$ cat src/rtl/alu_pkg.sv
// ALU op-code constants and word-sequencer state encoding, shared by the ALU, the control unit and the sequencer.
// No logic; no latency or backpressure.
package alu_pkg;

  localparam logic [2:0] ALU_ADD  = 3'b000;
  localparam logic [2:0] ALU_RSV1 = 3'b001;
  localparam logic [2:0] ALU_INC  = 3'b010;
  localparam logic [2:0] ALU_RSV3 = 3'b011;
  localparam logic [2:0] ALU_AND  = 3'b100;
  localparam logic [2:0] ALU_OR   = 3'b101;
  localparam logic [2:0] ALU_XOR  = 3'b110;
  localparam logic [2:0] ALU_ADC  = 3'b111;

  typedef enum logic [2:0] {
    SEQ_IDLE,
    SEQ_RUN,
    SEQ_DRAIN,
    SEQ_DONE,
    SEQ_ERR
  } seq_state_e;

  // ADC is internal to carry chaining and never accepted as a word-level op.
  function automatic logic op_supported(input logic [2:0] op);
    return !(op inside {ALU_RSV1, ALU_RSV3, ALU_ADC});
  endfunction

  function automatic logic op_is_arith(input logic [2:0] op);
    return (op == ALU_ADD) || (op == ALU_INC);
  endfunction

endpackage

$ cat src/rtl/alu_word_sequencer.sv
// Drives the 8-bit ALU one byte per cycle (LSB first) to build a BYTES-wide result; done BYTES+2 cycles after accept, error done after 1.
// No backpressure: start is sampled only in IDLE and ignored while busy.
module alu_word_sequencer
  import alu_pkg::*;
#(
  parameter int BYTES = 2
) (
  input  logic                 clk,
  input  logic                 reset_n,
  input  logic                 start,
  input  logic [2:0]           op,
  input  logic [8*BYTES-1:0]   opa,
  input  logic [8*BYTES-1:0]   opb,
  output logic                 busy,
  output logic                 done,
  output logic                 err,
  output logic [8*BYTES-1:0]   result,
  output logic                 zero,
  output logic                 carry,
  output logic                 alu_enable,
  output logic [2:0]           alu_op,
  output logic [7:0]           alu_a,
  output logic [7:0]           alu_b,
  input  logic [7:0]           alu_out,
  input  logic                 alu_carry
);

  localparam int W  = 8 * BYTES;
  localparam int IW = (BYTES > 1) ? $clog2(BYTES) : 1;
  localparam logic [IW-1:0] LAST_IDX = IW'(BYTES - 1);

  seq_state_e    state_q, state_d;
  logic [IW-1:0] idx_q, idx_d;
  logic [IW-1:0] prev_idx;
  logic [2:0]    op_q, op_d;
  logic [W-1:0]  opa_q, opa_d;
  logic [W-1:0]  opb_q, opb_d;
  logic [W-1:0]  result_q, result_d;
  logic          zero_q, zero_d;
  logic          carry_q, carry_d;

  assign prev_idx = idx_q - 1'b1;

  always_comb begin
    state_d    = state_q;
    idx_d      = idx_q;
    op_d       = op_q;
    opa_d      = opa_q;
    opb_d      = opb_q;
    result_d   = result_q;
    zero_d     = zero_q;
    carry_d    = carry_q;
    busy       = 1'b0;
    done       = 1'b0;
    err        = 1'b0;
    alu_enable = 1'b0;
    alu_op     = '0;
    alu_a      = '0;
    alu_b      = '0;

    case (state_q)
      SEQ_IDLE: begin
        if (start) begin
          if (op_supported(op)) begin
            op_d    = op;
            opa_d   = opa;
            opb_d   = opb;
            idx_d   = '0;
            state_d = SEQ_RUN;
          end else begin
            state_d = SEQ_ERR;
          end
        end
      end
      SEQ_RUN: begin
        busy       = 1'b1;
        alu_enable = 1'b1;
        alu_op     = op_q;
        alu_a      = opa_q[{idx_q, 3'b000} +: 8];
        alu_b      = (op_q == ALU_INC) ? 8'h00 : opb_q[{idx_q, 3'b000} +: 8];
        // Byte 0 uses plain ADD/INC so a stale ALU carry never enters the word.
        if (idx_q != '0) begin
          if (op_is_arith(op_q)) begin
            alu_op = ALU_ADC;
          end
          result_d[{prev_idx, 3'b000} +: 8] = alu_out;
        end
        if (idx_q == LAST_IDX) begin
          state_d = SEQ_DRAIN;
        end else begin
          idx_d = idx_q + 1'b1;
        end
      end
      SEQ_DRAIN: begin
        busy              = 1'b1;
        result_d[W-1 -: 8] = alu_out;
        carry_d           = op_is_arith(op_q) ? alu_carry : 1'b0;
        zero_d            = ~|result_d;
        state_d           = SEQ_DONE;
      end
      SEQ_DONE: begin
        busy    = 1'b1;
        done    = 1'b1;
        state_d = SEQ_IDLE;
      end
      SEQ_ERR: begin
        busy    = 1'b1;
        done    = 1'b1;
        err     = 1'b1;
        state_d = SEQ_IDLE;
      end
      default: state_d = SEQ_IDLE;
    endcase
  end

  always_ff @(posedge clk or negedge reset_n) begin
    if (!reset_n) begin
      state_q  <= SEQ_IDLE;
      idx_q    <= '0;
      op_q     <= '0;
      opa_q    <= '0;
      opb_q    <= '0;
      result_q <= '0;
      zero_q   <= 1'b0;
      carry_q  <= 1'b0;
    end else begin
      state_q  <= state_d;
      idx_q    <= idx_d;
      op_q     <= op_d;
      opa_q    <= opa_d;
      opb_q    <= opb_d;
      result_q <= result_d;
      zero_q   <= zero_d;
      carry_q  <= carry_d;
    end
  end

  assign result = result_q;
  assign zero   = zero_q;
  assign carry  = carry_q;

endmodule

$ cat config.mk
export PLATFORM = sky130hd
export DESIGN_NAME = alu_word_sequencer
export DESIGN_NICKNAME = d
export VERILOG_FILES = /design/src/rtl/alu_pkg.sv /design/src/rtl/alu_word_sequencer.sv
export SDC_FILE = /design/constraint.sdc
export NUM_CORES = 1
export LEC_CHECK = 0
export CAP_MARGIN = 20
export CORE_MARGIN = 2
export CORE_UTILIZATION = 49
export CTS_CLUSTER_SIZE = 14
export DETAILED_ROUTE_END_ITERATION = 12
export GPL_ROUTABILITY_DRIVEN = 1
export GPL_TIMING_DRIVEN = 0
export PLACE_DENSITY = 0.93
export SLEW_MARGIN = 20
export SYNTH_ARGS = -nofsm -noshare
export SYNTH_HDL_FRONTEND = slang
export SYNTH_SLANG_ARGS = --single-unit
$ cat constraint.sdc
create_clock -name clk -period 5.9 [get_ports clk]
set_input_delay 1.18 -clock clk [delete_from_list [all_inputs] [get_ports clk]]
set_output_delay 1.18 -clock clk [all_outputs]
set_load 0.005 [all_outputs]
==> PnR_summary.wiki <==
{| class="wikitable"
! Metric !! Value
|-
| Cell area after synthesis || 2552 um2
|-
| Sequential fraction of design power || 37.0%
|-
| Critical Path End Type || primary output
|-
| Syn. warnings || 0
|-
| Ratio of routed vias to standard cells || 5.150
|-
| Worst slew pin tran || 981.0 ps
|-
| Launching point of the worst reg2reg path || state_q[2]
|-
| Final RePlAce weighted congestion || 0.8663
|-
| Average cell area after synthesis || 12.27 um2
|-
| Startpoint Class || flip-flop
|-
| Worst setup skew after layout || 7.613 ps
|-
| Worst voltage drop across the vdd grid || 0.2706 mV
|-
| Via count || 1,962
|-
| Leading cell types by total area after synthesis || sky130_fd_sc_hd__dfrtp_1 56%, sky130_fd_sc_hd__mux2_2 19%, sky130_fd_sc_hd__mux2i_1 6.7%, sky130_fd_sc_hd__nand2_1 4.3%, sky130_fd_sc_hd__nor2_1 3.2%
|-
| Result of the run || complete, no violations
|-
| CP Launch Point || state_q[2]
|-
| HP Class || flip-flop to flip-flop
|-
| Standard-cell rows || 26
|-
| Fraction of the cycle the final worst path needs || 62.31%
|-
| Power Internal || 1314 uW
|-
| Post-CTS Setup Inserts || 0
|-
| Fraction of layout instances using a drive strength above 1 || 21.86%
|-
| Number of fill cells || 371
|-
| X dimension of the die || 76.18 um
|-
| Gates resized, CTS repair || 0
|-
| Number of detailed-routing iterations run before antenna repair || 4
|-
| Number of routed nets with antenna violations || 0
|-
| Vias in the first global route || 1,994
|-
| Area of the multi-input gates || 1030 um2
|-
| Number of instances in the synthesized netlist || 208
|-
| Total wire length after detailed routing || 6010 um
|-
| Flip-flop and latch count after synthesis || 57
|-
| Data arrival time of the critical path || 2500 ps
|-
| Final critical delay including setup and external delays || 3676 ps
|-
| Switching Power || 582.4 uW
|-
| Initial Utilization || 50.30%
|-
| Area growth from synthesis to final layout || 45.59%
|-
| Clock tree root driver cell || sky130_fd_sc_hd__clkbuf_8
|-
| Post-synth EDFFs || 0
|-
| F_max || 272.0 MHz
|-
| Post-synth top flop || sky130_fd_sc_hd__dfrtp_1
|-
| Worst path slowest cell || sky130_fd_sc_hd__clkdlybuf4s50_1
|-
| Sinks on Clock Net || 57
|-
| Worst path required time || 4720 ps
|-
| Maximum number of pins on one net before global-route repair || 58
|-
| Highest cell delay on the worst timing path || 560 ps
|-
| Max-Slew Margin vs Limit || 34.46%
|-
| Post-DR wirelength/cell || 15.77 um
|-
| Class of the most critical setup path || flip-flop to primary output
|-
| RSZ-0062 raised after global routing || no
|-
| Net Count, Synth || 255
|-
| Combinational share of power || 43.5%
|-
| Iteration-0 DRC Markers || 112
|-
| Slew Limit Fails || 0
|-
| Overflow after GRT || 0
|-
| Latest clock arrival within the worst-skew pair || 330 ps
|-
| Number of clock buffers inserted by TritonCTS || 9
|-
| Clock transition at path regs || 60 ps
|-
| Port-buffer cells || 87
|-
| Io pins || 88
|-
| Global-route wire length before repair || 9763 um
|-
| Net count reported at finish || 353
|-
| Area of all sequential standard cells || 1426 um2
|-
| Max-cap violations || 0
|-
| Switching fraction of total power || 30.71%
|-
| Antenna diode count || 0
|-
| Share of Yosys cell area claimed by the top area cell type || 55.88%
|-
| CTS Hold Buffers Added || 0
|-
| Largest buffer count on any clock path || 2
|-
| Final hold violations || 0
|-
| Ranking of synthesized cells by instance count || 57 x sky130_fd_sc_hd__dfrtp_1, 42 x sky130_fd_sc_hd__mux2_2, 29 x sky130_fd_sc_hd__nand2_1
|-
| H-tree lvl count || 3
|-
| Tightest hold margin || 480.3 ps
|-
| Cell breakdown of the critical path || buf_6 -> or3b_2 -> buf_2 -> a21o_1 -> nor2_1 -> clkdlybuf4s50_1
|-
| TritonCTS clock tree || done
|-
| CORE AREA || 5075 um2
|-
| Die outline height || 76.18 um
|-
| Critical hold path startpoint || result[15]
|-
| Antenna violations before repair || 0
|-
| Largest fanout of any net on the critical path || 8
|-
| Final setup TNS || 0 ps
|-
| Pwr/cell area || 510.3 nW/um2
|-
| All-layer global routing usage || 21.83%
|-
| Floorplan die area || 5803 um2
|-
| Static leakage || 0.001647 uW
|-
| Most frequent cell after synthesis || sky130_fd_sc_hd__dfrtp_1
|-
| Number of remaining DRC errors || 0
|-
| Most area-hungry cell type in the Yosys netlist || sky130_fd_sc_hd__dfrtp_1
|-
| DPL Wire Length || 4240 um
|-
| Count of endpoints failing setup in the final report || 0
|-
| Post-synthesis sequential area ratio || 55.88%
|-
| Clock network fraction of design power || 19.5%
|-
| Distinct cells, synth || 28
|-
| Share of synthesized registers carrying an async set or reset || 100.0%
|-
| Total Power Consumption || 1896 uW
|}
power groups by stage:
| stage | Clock [uW] | Sequential, uW | Combinational, uW |
|---|---|---|---|
| after global placement | 0 | 690 | 799 |
| after floorplan | 0 | 680 | 452 |
| after global routing | 395 | 725 | 895 |
| final | 370 | 701 | 825 |
| after CTS | 378 | 700 | 833 |
| after detailed placement | 0 | 704 | 823 |
per-stage QoR:
stage	cell area [um2]	utilization (%)	instances	setup WS [ps]
floorplan	2552	-	208	3293
global placement	3511	69.18	365	1989
detailed placement	3508	69.13	365	2627
CTS	3716	73.22	381	2245
global route	3716	73.22	381	2117
finish	3716	73.22	381	2224
worst paths after layout:
kind                       cells past startpoint         end  slack (ps)
setup reg to reg                               5    opb_q[2]        3810
setup / recovery                               6    alu_b[3]        2220
hold / removal                                 2  result[15]         480
hold reg to reg                                2  result[15]         480
min in group asynchronous                      1   result[1]         890
max in group asynchronous                      1   opb_q[10]        4540
state kept, by name, summed over array words and instances, names as in the netlist:
signal / cells
opa_q: 16
idx_q: 1
state_q: 3
opb_q: 16
result: 16
zero: 1
carry: 1
op_q: 3
cells by family after synthesis:
| family | after synthesis | share of synthesized area [%] |
|---|---|---|
| multiplexers | 60 | 25.64 |
| flip-flops | 57 | 55.88 |
| buffers and inverters | 14 | 3.774 |
| XOR/XNOR | 1 | 0.3432 |
| AO/OA/AOI/OAI | 11 | 2.941 |
| AND/OR/NAND/NOR | 65 | 11.42 |
per-layer routing:
metal	vias to the layer above	track usage (%)	routed length [um]
li1	908	-	-
met1	969	27.04	2525
met2	71	34.55	3001
met3	14	5.450	314
met4	0	13.45	169
met5	-	0	0
cells in the final DEF, fill, tap and decap left out, drive strengths merged, types with 2 or more instances in the layout:
master,instances
clkdlybuf4s50,86
dfrtp,57
mux2,43
nand2,29
nor2,23
mux2i,17
clkbuf,17
buf,8
a21oi,5
inv,4
nor4,4
o21ai,3
or3b,2
nand2b,2
critical path: cells and delay by family (launching register included):
family,cells,cell delay (ps)
AOI/OAI and AO/OA,1,270
buffers and inverters,3,860
DFF,1,370
and+or+nand+nor,2,650
area by class of cell:
type / count / area share (%)
multi-input cells: 137 / 27.71
plain buffers: 10 / 2.189
inverters: 4 / 0.4040
flip-flops and latches: 57 / 38.38
well taps: 70 / 2.357
clock inverters: 2 / 0.9428
repair buffers: 87 / 23.37
clock buffers: 14 / 4.646
Note: power is estimated with default switching activity, not from simulation.
==> edit 1: new RTL, same flow settings <==
Encoding of `seq_state_e`: now Gray code (3 bits for 5 states).
--- a/src/rtl/alu_pkg.sv
+++ b/src/rtl/alu_pkg.sv
@@ -12,11 +12,11 @@
   localparam logic [2:0] ALU_ADC  = 3'b111;
 
   typedef enum logic [2:0] {
-    SEQ_IDLE,
-    SEQ_RUN,
-    SEQ_DRAIN,
-    SEQ_DONE,
-    SEQ_ERR
+    SEQ_IDLE  = 3'b000,
+    SEQ_RUN   = 3'b001,
+    SEQ_DRAIN = 3'b011,
+    SEQ_DONE  = 3'b010,
+    SEQ_ERR   = 3'b110
   } seq_state_e;
 
   // ADC is internal to carry chaining and never accepted as a word-level op.
Check against the original RTL: same outputs for any inputs over 10 cycles, from zero or initial values and one cycle with reset_n low; not proved beyond that.
==> edit 1 against the unedited design <==
- area after synthesis is 4.4% higher
- synthesized cell count is 9.1% lower
- final area is 3.1% higher
- via count is 4.2% lower
- combinational power is 8.1% higher
- global-route usage is 0.93 points lower
- wire length is 3.4% lower
- power is 5.0% higher
- setup slack better by 0.21 ns
- sequential cell count stayed put
- critical path type unchanged
- critical endpoint is now alu_op[0]
- non-clock buffer count is 2 lower
- critical path depth is 2 lower
==> edit 1: results (changes against the unedited design) <==
status - completed
inverters - 4 (unchanged)
Hold Path Sink - carry
Signal buf overhead - 24.9% (-0.64 points)
max_slew headroom - 33.9% (-0.58 points)
via count - 1879 (-4.2%)
finished layout cell area - 3830 µm² (+3.1%)
register share of the cell area - 37.2% (-1.2 points)
fraction of area in multi-input gates - 29.7% (+2.0 points)
top-area cell type share of the netlist area - 53.5% (-2.4 points)
period utilization - 58.8% (-3.5 points)
FF-to-FF End - opb_q[1]
YS warnings - 0 (unchanged)
routed length on met2 - 2920 µm (-2.8%)
crit-path max FO - 10 (+2)
Cell Area, Placed - 3620 µm² (+3.2%)
hpwl dp - 4210 µm (-0.60%)
synth cell count leaders - dfrtp_1, mux2_4, mux2_2, nor2_1, mux2i_1
clock buf count - 10 (-4)
vias per cell - 5.19 (+0.80%)
layout cells sized above 1 - 25.3% (+3.5 points)
ClkCell Share - 5.49% (-0.10 points)
Leak - 1.69 nW (+2.3%)
GRT Overall Usage - 20.9% (-0.93 points)
first-pass GRT wire length - 9560 µm (-2.1%)
Met1 Routed Length - 2480 µm (-1.9%)
fillers - 333 (-10%)
Synth area leaders - dfrtp_1, mux2_4, mux2_2, mux2i_1, nor2_1
dpl cells - 346 (-5.2%)
GRT met3 Usage - 4.88% (-0.57 points)
peak supply drop - 0.287 mV (+6.2%)
worst hold slack - 0.498 ns (+0.0174 ns)
Seq/Total Area, Yosys - 53.5% (-2.4 points)
Place WS - 2.65 ns (+0.0231 ns)
routability cong. - 0.745 (-14%)
hold-critical path depth - 2 (unchanged)
wire per inst - 16.0 µm (+1.7%)
Register-to-Register Path Depth - 4 (-1)
NumNets Final - 334 (-5.4%)
Starting DRT DRC Count - 139 (+24%)
clock skew after layout - 0.00707 ns (-0.000543 ns)
Reg2Reg Setup Slack - 3.80 ns (about the same)
Non-CTS buffers - 95 (-2.1%)
Synthesized Nets - 236 (-7.5%)
top sig layer - met4
Critical path destination - alu_op[0]
multi-input gates - 120 (-12%)
met3 WL - 369 µm (+18%)
met2 usage in global routing - 32.9% (-1.6 points)
synthesized netlist cell count - 189 (-9.1%)
initial antenna violation count - 0 (unchanged)
Std-Cell Core Area - 5170 µm² (+1.9%)
Hold Startpoint - carry
HP Class - flip-flop to flip-flop
met1 Use GR - 27.0% (-0.036 points)
[edit 1: cell types whose count changed after synthesis, moves of 2 or more]
| cell | delta |
|---|---|
| buf_12 | +3 |
| buf_2 | -2 |
| buf_8 | -3 |
| mux2_2 | -20 |
| mux2_4 | +29 |
| nand2_1 | -25 |
| or3b_2 | -2 |
[edit 1: kinds of logic (layout without fill, tap and decap cells)]
kind of cell,Yosys count,count (layout),share of synthesized area [%]
multiplexers,67,67,31.6
flip-flops,57,57,53.5
AND/OR/NAND/NOR,40,40,7.79
AO/OA/AOI/OAI,13,13,3.24
buffers and inverters,12,115,3.80
[edit 1: worst max-delay path, cell delays in order (launching register included)]
cell and delay, ns:
dfrtp_1 0.46, or3b_1 0.48, clkbuf_1 0.28, nor2_1 0.19, clkdlybuf4s50_1 0.54
[edit 1: power by group]
group | switching (mW) | total [mW] | internal (mW)
clock network | 0.150 | 0.385 | 0.235
logic | 0.307 | 0.892 | 0.585
registers | 0.127 | 0.714 | 0.587
total | 0.583 | 1.99 | 1.41
==> edit 2: new RTL, config.mk and constraints unchanged <==
Made on the original files. The parameter `BYTES` goes from 2 to 4. Comments in the files are not updated.
--- a/src/rtl/alu_word_sequencer.sv
+++ b/src/rtl/alu_word_sequencer.sv
@@ -3,7 +3,7 @@
 module alu_word_sequencer
   import alu_pkg::*;
 #(
-  parameter int BYTES = 2
+  parameter int BYTES = 4
 ) (
   input  logic                 clk,
   input  logic                 reset_n,
Ports: changed (resized opa, opb and result); port bits go from 88 to 136. No check against the original RTL was run, so the function may have changed too.
==> edit 2 against the unedited design <==
- combinational power grew 96%
- sequential cell count grew 49
- power grew 76%
- area after synthesis grew 91%
- maximum frequency shrank 17%
- sequential power grew 83%
- wire length grew 90%
- setup slack lost 0.76 ns
- final area grew 78%
- largest cell class unchanged
==> edit 2: results (changes against the unedited design) <==
clk_lat worst skew - 0.36 ns (+0.03 ns)
first drt pass iteration count - 4 (unchanged)
HP Class - flip-flop to flip-flop
Seq/Total Area, Yosys - 54.4% (-1.5 points)
peak supply drop - 0.238 mV (-12%)
critical path arrival - 3.25 ns (+0.75 ns)
Synthesized Nets - 462 (+81%)
count of buffers from port buffering - 135 (+55%)
post-synthesis cell type count - 37 (+32%)
dpl cells - 645 (+77%)
TritonCTS buffer count - 9 (unchanged)
post-CTS setup buffers - 0 (unchanged)
wire per inst - 17.2 µm (+9.2%)
Place WS - 1.81 ns (-0.821 ns)
fillers - 717 (+93%)
routability cong. - 0.890 (+2.8%)
hpwl dp - 8550 µm (+100%)
status - completed
clk slew on worst S/H paths - 0.10 ns (+0.04 ns)
GRT Overall Usage - 22.2% (+0.37 points)
Max Cap Viol - 0 (unchanged)
Synth area leaders - dfrtp_1, mux2_2, mux4_2, nand2_1, mux2_4
Root Driver - clkbuf_8
Ant. Diodes - 0 (unchanged)
largest net degree at the start of global routing - 68 (+17%)
Post-synth ARST share - 100% (unchanged)
layout cells sized above 1 - 20.6% (-1.2 points)
P_int - 2.23 mW (+70%)
max_slew headroom - 44.1% (+9.6 points)
pwr dens - 504 nW/µm² (-1.3%)
vias per cell - 5.25 (+2.0%)
synthesized area per cell - 13.0 µm² (+5.7%)
clock skew after layout - 0.0118 ns (+0.00419 ns)
initial antenna violation count - 0 (unchanged)
Cell Area, Placed - 6420 µm² (+83%)
vias in the first global route - 3657 (+83%)
Routed Antenna Nets - 0 (unchanged)
synth cell count leaders - dfrtp_1, nand2_1, mux2_2, o21ai_0
via count - 3471 (+77%)
CTS resizes - 0 (unchanged)
first-pass GRT wire length - 18900 µm (+94%)
Leak - 2.72 nW (+65%)
clk buf depth - 2 (unchanged)
ys flop type - dfrtp_1
Starting DRT DRC Count - 60 (-46%)
crit-path max FO - 10 (+2)
YS warnings - 0 (unchanged)
NumNets Final - 609 (+73%)
H-tree depth - 3 (unchanged)
-- edit 2: area by class of cell --
type,instances,area share (%)
inverters,3,0.170
repair buffers,136,20.8
multi-input cells,247,31.5
well taps,133,2.51
clock inverters,6,0.907
plain buffers,20,1.87
flip-flops and latches,106,40.1
clock buffers,10,2.08
-- edit 2: worst max-delay path, stage by stage (launching register included) --
cell and delay [ns]:
dfrtp_1 0.40, clkbuf_1 0.49, clkbuf_1 0.59, inv_1 0.21, ha_1 0.31, nor3_1 0.16
nor2_1 0.06, nor2_1 0.14, clkdlybuf4s50_1 0.53
-- edit 2: power groups by stage --
stage	Combinational, mW	Clock [mW]	Sequential (mW)
after CTS	1.64	0.445	1.28
final	1.62	0.436	1.28
after floorplan	0.976	0	1.24
after global placement	1.57	0	1.27
after global routing	1.76	0.485	1.32
after detailed placement	1.63	0	1.30
-- edit 2: worst paths after layout --
kind,startpoint,endpoint,slack (ns),cells after the start
min,opa_q[22],opa_q[22],0.49,1
min reg2reg,opa_q[22],opa_q[22],0.49,1
max reg2reg,idx_q[1],result[30],2.53,9
max,idx_q[1],alu_op[1],1.47,8
max in group asynchronous,reset_n,opa_q[4],4.55,2
min in group asynchronous,reset_n,result[17],0.71,1
-- edit 2: cells by family after synthesis --
group                    synth area share (%)
AND/OR/NAND/NOR                          11.1
multiplexers                             23.9
AO/OA/AOI/OAI                            5.90
adder cells (fa/ha/maj)                  1.80
XOR/XNOR                                0.180
flip-flops                               54.4
buffers and inverters                    2.77
-- edit 2: metal layers --
layer	up-vias	global-route usage, %	routed length (µm)
met5	-	0	0
met2	123	38.9	5930
met4	0	5.60	142
li1	1624	-	-
met1	1712	28.6	4730
met3	12	4.22	588
